==> src/rtl/fact_ram_writer_if.sv <==
// ---------------------------------------------------------------------------
// fact_ram_writer_if
//   Single-port RAM access bus between the factorial generator and the
//   64-bit x 256 RAM.
//
//   Signals:
//     cen     chip enable, active-high (driven by master)
//     wen     write enable, 1=write 0=read, valid with cen=1 (master)
//     s_addr  RAM word address (master)
//     s_din   RAM write data (master)
//     s_dout  RAM read data, one cycle after a read access (slave)
//
//   Modports:
//     master  the generator side
//     slave   the RAM side
// ---------------------------------------------------------------------------
interface fact_ram_writer_if #(
   parameter int DW = 64,
   parameter int AW = 8
);
   logic          cen;
   logic          wen;
   logic [AW-1:0] s_addr;
   logic [DW-1:0] s_din;
   logic [DW-1:0] s_dout;

   modport master (
      output cen,
      output wen,
      output s_addr,
      output s_din,
      input  s_dout
   );

   modport slave (
      input  cen,
      input  wen,
      input  s_addr,
      input  s_din,
      output s_dout
   );
endinterface

==> src/rtl/fact_ram_writer.sv <==
// ---------------------------------------------------------------------------
// fact_ram_writer
//   On a start pulse, computes 0!, 1!, ..., n! with a bit-serial shift-add
//   multiplier and writes k! to RAM address base_addr+k (mod 2^AW).
//
//   Optional build macro: FACT_READBACK_EN
//     When defined, every write is followed by a read of the same address
//     and a compare; a mismatch sets the sticky err flag.  When undefined,
//     err is tied low and s_dout is ignored.
//
//   Ports:
//     clk        system clock, rising edge
//     rst        asynchronous active-high reset
//     start      one-cycle command, honoured only in IDLE
//     n          last factorial index, captured on start
//     base_addr  RAM address of 0!, captured on start
//     busy       high from the cycle after start until the last RAM access
//     done       one-cycle completion pulse
//     ovf        sticky: some product did not fit in DW bits
//     result     n! mod 2^DW, held until the next start
//     err        sticky readback mismatch (0 without FACT_READBACK_EN)
//     ram        RAM bus (master side)
// ---------------------------------------------------------------------------
module fact_ram_writer #(
   parameter int DW = 64,
   parameter int AW = 8,
   parameter int NW = 6
) (
   input  logic                clk,
   input  logic                rst,
   input  logic                start,
   input  logic [NW-1:0]       n,
   input  logic [AW-1:0]       base_addr,
   output logic                busy,
   output logic                done,
   output logic                ovf,
   output logic [DW-1:0]       result,
   output logic                err,
   fact_ram_writer_if.master   ram
);

   localparam int BW = (NW > 1) ? $clog2(NW) : 1;
   localparam int PW = DW + NW;

   typedef enum logic [2:0] {
      IDLE  = 3'd0,
      WRITE = 3'd1,
      RD    = 3'd2,
      CMP   = 3'd3,
      MUL   = 3'd4,
      DONE  = 3'd5
   } state_t;

   state_t        state;
   logic [NW-1:0] n_reg;
   logic [NW-1:0] k;
   logic [AW-1:0] base_reg;
   logic [DW-1:0] acc;
   logic [PW-1:0] prod;
   logic [BW-1:0] bit_idx;

   logic          cen_reg;
   logic          wen_reg;
   logic [AW-1:0] addr_reg;
   logic [DW-1:0] din_reg;

   logic [PW-1:0] addend;
   logic [PW-1:0] prod_next;
   logic          last_bit;

   assign ram.cen    = cen_reg;
   assign ram.wen    = wen_reg;
   assign ram.s_addr = addr_reg;
   assign ram.s_din  = din_reg;

   // One multiplier step: add acc<<bit_idx when bit bit_idx of k is set.
   // prod is wide enough that (2^DW-1)*(2^NW-1) never wraps, so the upper
   // NW bits carry the true overflow information.
   always_comb begin
      addend    = {{NW{1'b0}}, acc} << bit_idx;
      prod_next = k[bit_idx] ? (prod + addend) : prod;
      last_bit  = (bit_idx == BW'(NW - 1));
   end

`ifndef FACT_READBACK_EN
   assign err = 1'b0;
`endif

   always_ff @(posedge clk or posedge rst) begin
      if (rst) begin
         state    <= IDLE;
         n_reg    <= '0;
         k        <= '0;
         base_reg <= '0;
         acc      <= '0;
         prod     <= '0;
         bit_idx  <= '0;
         busy     <= 1'b0;
         done     <= 1'b0;
         ovf      <= 1'b0;
         result   <= '0;
         cen_reg  <= 1'b0;
         wen_reg  <= 1'b0;
         addr_reg <= '0;
         din_reg  <= '0;
`ifdef FACT_READBACK_EN
         err      <= 1'b0;
`endif
      end else begin
         done <= 1'b0;
         case (state)
            IDLE: begin
               if (start) begin
                  n_reg    <= n;
                  base_reg <= base_addr;
                  acc      <= DW'(1);
                  k        <= '0;
                  ovf      <= 1'b0;
`ifdef FACT_READBACK_EN
                  err      <= 1'b0;
`endif
                  busy     <= 1'b1;
                  // Outputs are registered: load the first write (0! = 1)
                  // so it is on the bus during the WRITE cycle.
                  cen_reg  <= 1'b1;
                  wen_reg  <= 1'b1;
                  addr_reg <= base_addr;
                  din_reg  <= DW'(1);
                  state    <= WRITE;
               end
            end

            WRITE: begin
`ifdef FACT_READBACK_EN
               // Keep cen and the address; turn the access into a read.
               wen_reg <= 1'b0;
               state   <= RD;
`else
               cen_reg <= 1'b0;
               wen_reg <= 1'b0;
               if (k == n_reg) begin
                  result <= acc;
                  busy   <= 1'b0;
                  state  <= DONE;
               end else begin
                  k       <= k + 1'b1;
                  prod    <= '0;
                  bit_idx <= '0;
                  state   <= MUL;
               end
`endif
            end

`ifdef FACT_READBACK_EN
            RD: begin
               cen_reg <= 1'b0;
               state   <= CMP;
            end

            CMP: begin
               // Read data from the RD access is valid in this cycle; acc
               // still holds the value that was written.
               if (ram.s_dout != acc) begin
                  err <= 1'b1;
               end
               if (k == n_reg) begin
                  result <= acc;
                  busy   <= 1'b0;
                  state  <= DONE;
               end else begin
                  k       <= k + 1'b1;
                  prod    <= '0;
                  bit_idx <= '0;
                  state   <= MUL;
               end
            end
`endif

            MUL: begin
               prod    <= prod_next;
               bit_idx <= bit_idx + 1'b1;
               if (last_bit) begin
                  acc      <= prod_next[DW-1:0];
                  ovf      <= ovf | (|prod_next[PW-1:DW]);
                  cen_reg  <= 1'b1;
                  wen_reg  <= 1'b1;
                  addr_reg <= base_reg + AW'(k);
                  din_reg  <= prod_next[DW-1:0];
                  state    <= WRITE;
               end
            end

            DONE: begin
               // Start is not sampled here; done lands in the following
               // cycle, by which time the FSM is back in IDLE.
               done  <= 1'b1;
               state <= IDLE;
            end

            default: begin
               cen_reg <= 1'b0;
               wen_reg <= 1'b0;
               busy    <= 1'b0;
               state   <= IDLE;
            end
         endcase
      end
   end

endmodule

==> src/flat_wrapper.sv <==
// flat-port wrapper written by rule: the top's interface ports become plain ports
module fact_ram_writer_flat 
#(
   parameter int DW = 64,
   parameter int AW = 8,
   parameter int NW = 6
)
  (clk, rst, start, n, base_addr, busy, done, ovf, result, err, ram_cen, ram_wen, ram_s_addr, ram_s_din, ram_s_dout);
  fact_ram_writer_if #(.DW(DW), .AW(AW)) ram_i ();
  input  logic clk;
  input  logic rst;
  input  logic start;
  input  logic [NW-1:0] n;
  input  logic [AW-1:0] base_addr;
  output logic busy;
  output logic done;
  output logic ovf;
  output logic [DW-1:0] result;
  output logic err;
  output wire logic [$bits(ram_i.cen)-1:0] ram_cen;
  output wire logic [$bits(ram_i.wen)-1:0] ram_wen;
  output wire logic [$bits(ram_i.s_addr)-1:0] ram_s_addr;
  output wire logic [$bits(ram_i.s_din)-1:0] ram_s_din;
  input wire logic [$bits(ram_i.s_dout)-1:0] ram_s_dout;
  assign ram_cen = ram_i.cen;
  assign ram_wen = ram_i.wen;
  assign ram_s_addr = ram_i.s_addr;
  assign ram_s_din = ram_i.s_din;
  assign ram_i.s_dout = ram_s_dout;
  fact_ram_writer #(.DW(DW), .AW(AW), .NW(NW)) u_core (.clk(clk), .rst(rst), .start(start), .n(n), .base_addr(base_addr), .busy(busy), .done(done), .ovf(ovf), .result(result), .err(err), .ram(ram_i));
endmodule
==> config.mk <==
export PLATFORM = sky130hd
export DESIGN_NAME = fact_ram_writer_flat
export DESIGN_NICKNAME = d
export VERILOG_FILES = /design/src/rtl/fact_ram_writer_if.sv /design/src/rtl/fact_ram_writer.sv /design/src/flat_wrapper.sv
export SDC_FILE = /design/constraint.sdc
export NUM_CORES = 1
export LEC_CHECK = 0
export CORE_MARGIN = 2
export CORE_UTILIZATION = 52
export CTS_BUF_LIST = sky130_fd_sc_hd__clkbuf_4
export DETAILED_ROUTE_END_ITERATION = 12
export GPL_TIMING_DRIVEN = 1
export PLACE_DENSITY = 0.79
export SLEW_MARGIN = 20
export SYNTH_ARGS = -nofsm -noshare
export SYNTH_HDL_FRONTEND = slang
export SYNTH_SLANG_ARGS = --single-unit
==> constraint.sdc <==
create_clock -name clk -period 7.8 [get_ports clk]
set_clock_uncertainty 0.15 [all_clocks]
set_input_delay 1.17 -clock clk [delete_from_list [all_inputs] [get_ports clk]]
set_output_delay 1.17 -clock clk [all_outputs]
set_load 0.03 [all_outputs]
==> reports/qor.txt <==
Port bufs -> 157
Delay-heaviest family, CP -> compound AO/OA/AOI/OAI gates
Synthesized instance count -> 1771
Largest net degree at the start of global routing -> 81
Reg2reg start -> u_core.bit_idx[1]
Hold buffers post-CTS -> 0
R2R Setup Slk -> 2400 ps
Rel. slew slack -> 0.289
RePlAce Congestion -> 0.925
Root buffer cell -> clkbuf_4
Post-CTS setup buffers -> 0
First-pass GRT wire length -> 77.2 mm
Clock Tree Buf Depth -> 3
Register area -> 0.00589 mm²
Hold Startpoint -> u_core.ram.s_addr[3]
CP Capture Type -> flip-flop
Hold Path End -> u_core.ram.s_addr[3]
Synth area leaders -> dfrtp_1 35%, mux2_2 9.3%, mux4_2 7.2%
Slowest CP cell -> dfrtp_2
Crit Path Max Fanout -> 38
Routed WL per cell -> 20.1 µm
Largest reg by FF count -> u_core.prod
Via density -> 6.27
Final #Nets -> 2063
Pre-CTS setup slack -> 2490 ps
Worst-Margin Slew -> 1040 ps
Ys flop type -> dfrtp_1
Initial Util -> 0.528
Post-synth EDFFs -> 0
Synth top area share -> 0.354
Worst Slack Setup Final -> 2400 ps
Filler Cell Count -> 2688
DR vias -> 14726
Final core occ -> 0.611
Arrival time at the worst endpoint -> 5810 ps
CP required -> 8210 ps
Status -> complete, no violations
I/O Pins -> 223
Peak VDD IR -> 0.199 mV
R2r endpoint -> u_core.prod[61]
Hold Crit Depth -> 2
Power per Cell Area -> 295 mW/mm²
TritonRoute pass-1 iters -> 7
Commonest non-fill, non-tap cell in the layout -> nand2_1
Clock Latency Late Sink -> 740 ps
H-Tree Depth -> 3
Final ANT Viol Nets -> 0
Top flop regs -> u_core.prod x70, u_core.acc x64, u_core.result x64
LEAKAGE -> 8.73 nW
Final hold violations -> 0
Die area -> 0.0334 mm²
Most frequent CP cell -> a21o_1
Yosys warnings -> 0
Initial antenna violation count -> 1
Fin Setup TNS -> 0 ps
Grt total ovfl -> 0
Row count -> 65
Cts bufs inserted -> 69
Startpoint types -> flip-flop
Final setup fails -> 0
Cts repair resizes -> 0
Area Overhead vs Synth -> 15.9%
Die width -> 183 µm
Area leader, netlist -> dfrtp_1
WP buf/inv -> 1
Crit Path Category -> reg2reg
Synthesized net count -> 1932
CTS tree -> yes
Netlist cell types -> 78
Final Critical Period -> 5400 ps
Total Routed Length -> 47.2 mm
Finished Layout Cells -> 2348
Max Freq -> 185 MHz
Commonest non-fill, non-tap cells in the layout -> 299 x nand2_1, 232 x dfrtp_1, 157 x clkdlybuf4s50_1
Reg2reg path depth -> 14
Multi-input logic area -> 0.0101 mm²
Max_cap viols -> 0
Max-slew violations -> 0
Min Hold Slack -> 330 ps
Synthesized area per cell -> 9.38 µm²
Initial DRC Count -> 1216
Synth Register Bits -> 235
CP cell instances -> buf_4 > mux2_2 > mux4_2 > ha_1 > a21o_1 > a21o_1 > a221oi_2 > nand2_1 > a211oi_2 > nor3_1 > o311a_1 > or3_1 > a31oi_1 > o21ai_0
RSZ-0062 raised after global routing -> no
Number of flip-flops in the largest register -> 70
Share of cells above drive strength 1 -> 0.172
Global Route Usage Sum -> 0.286
Sequential fraction of the synthesis area -> 0.354
Hold Crit Class -> reg2reg
Die H -> 183 µm
Hpwl dp -> 32.4 mm
Clk sinks -> 235
Mapped Area -> 0.0166 mm²
Vias in the first global route -> 14737
Reg clk slew, reported paths -> 70 ps
DRC viols -> 0
Fraction of registers with async set/reset -> 1.00
Placed insts -> 2233
Total core area -> 0.0315 mm²
Period utilization -> 0.692
Slowest stage delay, CP -> 950 ps
==> synthesized netlist by cell type (5+ instances only) <==
| master | number |
|---|---|
| o31ai_1 | 12 |
| and2_1 | 12 |
| mux2_2 | 137 |
| mux2i_1 | 33 |
| o21bai_1 | 21 |
| a22o_1 | 13 |
| nor2_1 | 95 |
| a21o_1 | 51 |
| clkbuf_1 | 72 |
| o21a_1 | 8 |
| xnor2_1 | 48 |
| nand3_1 | 22 |
| o21ai_0 | 118 |
| o211ai_1 | 11 |
| nor2b_1 | 11 |
| nand4_1 | 36 |
| nand2b_1 | 5 |
| o22ai_1 | 11 |
| nand2_1 | 299 |
| xor2_1 | 26 |
| buf_4 | 6 |
| dfrtp_1 | 235 |
| a211oi_1 | 17 |
| a21oi_1 | 143 |
| nor3_1 | 26 |
| mux4_2 | 53 |
| inv_1 | 29 |
| buf_1 | 15 |
| buf_2 | 10 |
| nor4_1 | 7 |
| ha_1 | 78 |
| a31oi_1 | 11 |
| and3_1 | 8 |
| o21ai_1 | 5 |
==> worst max-delay path by stage <==
stage / start / to / slack, ps / depth (start not counted)
finish: u_core.bit_idx[1] / u_core.prod[61] / 2400 / 14
global route: u_core.bit_idx[1] / u_core.acc[63] / 2110 / 14
CTS: u_core.bit_idx[1] / u_core.acc[63] / 2470 / 14
detailed placement: u_core.bit_idx[1] / u_core.acc[63] / 2490 / 14
global placement: u_core.bit_idx[1] / u_core.prod[61] / 2530 / 14
floorplan: rst / u_core.acc[0] / 30 / 1
==> per-stage QoR <==
step	area, µm²	power (W)
4_1_cts	19200	0.00569
6_report	19200	0.00567
2_1_floorplan	16600	0.00363
3_5_place_dp	18300	0.00437
3_3_place_gp	18300	0.00431
5_1_grt	19200	0.00604
==> power breakdown <==
part / leakage (nW) / internal, W / switching, W
Clock: 0.531 / 0.000728 / 0.000550
Combinational: 5.00 / 0.000994 / 0.00166
Sequential: 3.20 / 0.00142 / 0.000321
Total: 8.73 / 0.00314 / 0.00253
==> area by class of cell <==
type,instances,area share
Inverter,30,0.00624
Tap cell,402,0.0261
Antenna cell,1,0.000130
Clock inverter,25,0.0132
Sequential cell,235,0.306
Multi-Input combinational cell,1391,0.525
Timing Repair Buffer,175,0.0889
Clock buffer,89,0.0347
==> kinds of logic after synthesis <==
logic type | after synthesis | share of synthesized area
compound gates | 473 | 0.180
simple gates | 540 | 0.142
other cells | 1 | 0.000226
fa+ha+maj | 80 | 0.0612
xor+xnor | 74 | 0.0390
flops | 235 | 0.354
buf+inv | 145 | 0.0395
mux | 223 | 0.185
==> metal layers <==
layer / global-route usage / part of all wire
met5: 0 / 0
met1: 0.385 / 0.43
met4: 0.115 / 0.030
met2: 0.455 / 0.46
met3: 0.0594 / 0.077
==> tightest hold or removal path, cell delays in order, from the launching register on <==
cell	delay (ps)
dfrtp_1	340
nand2_1	50
o21ai_0	60
Note: power is estimated with default switching activity, not from simulation.
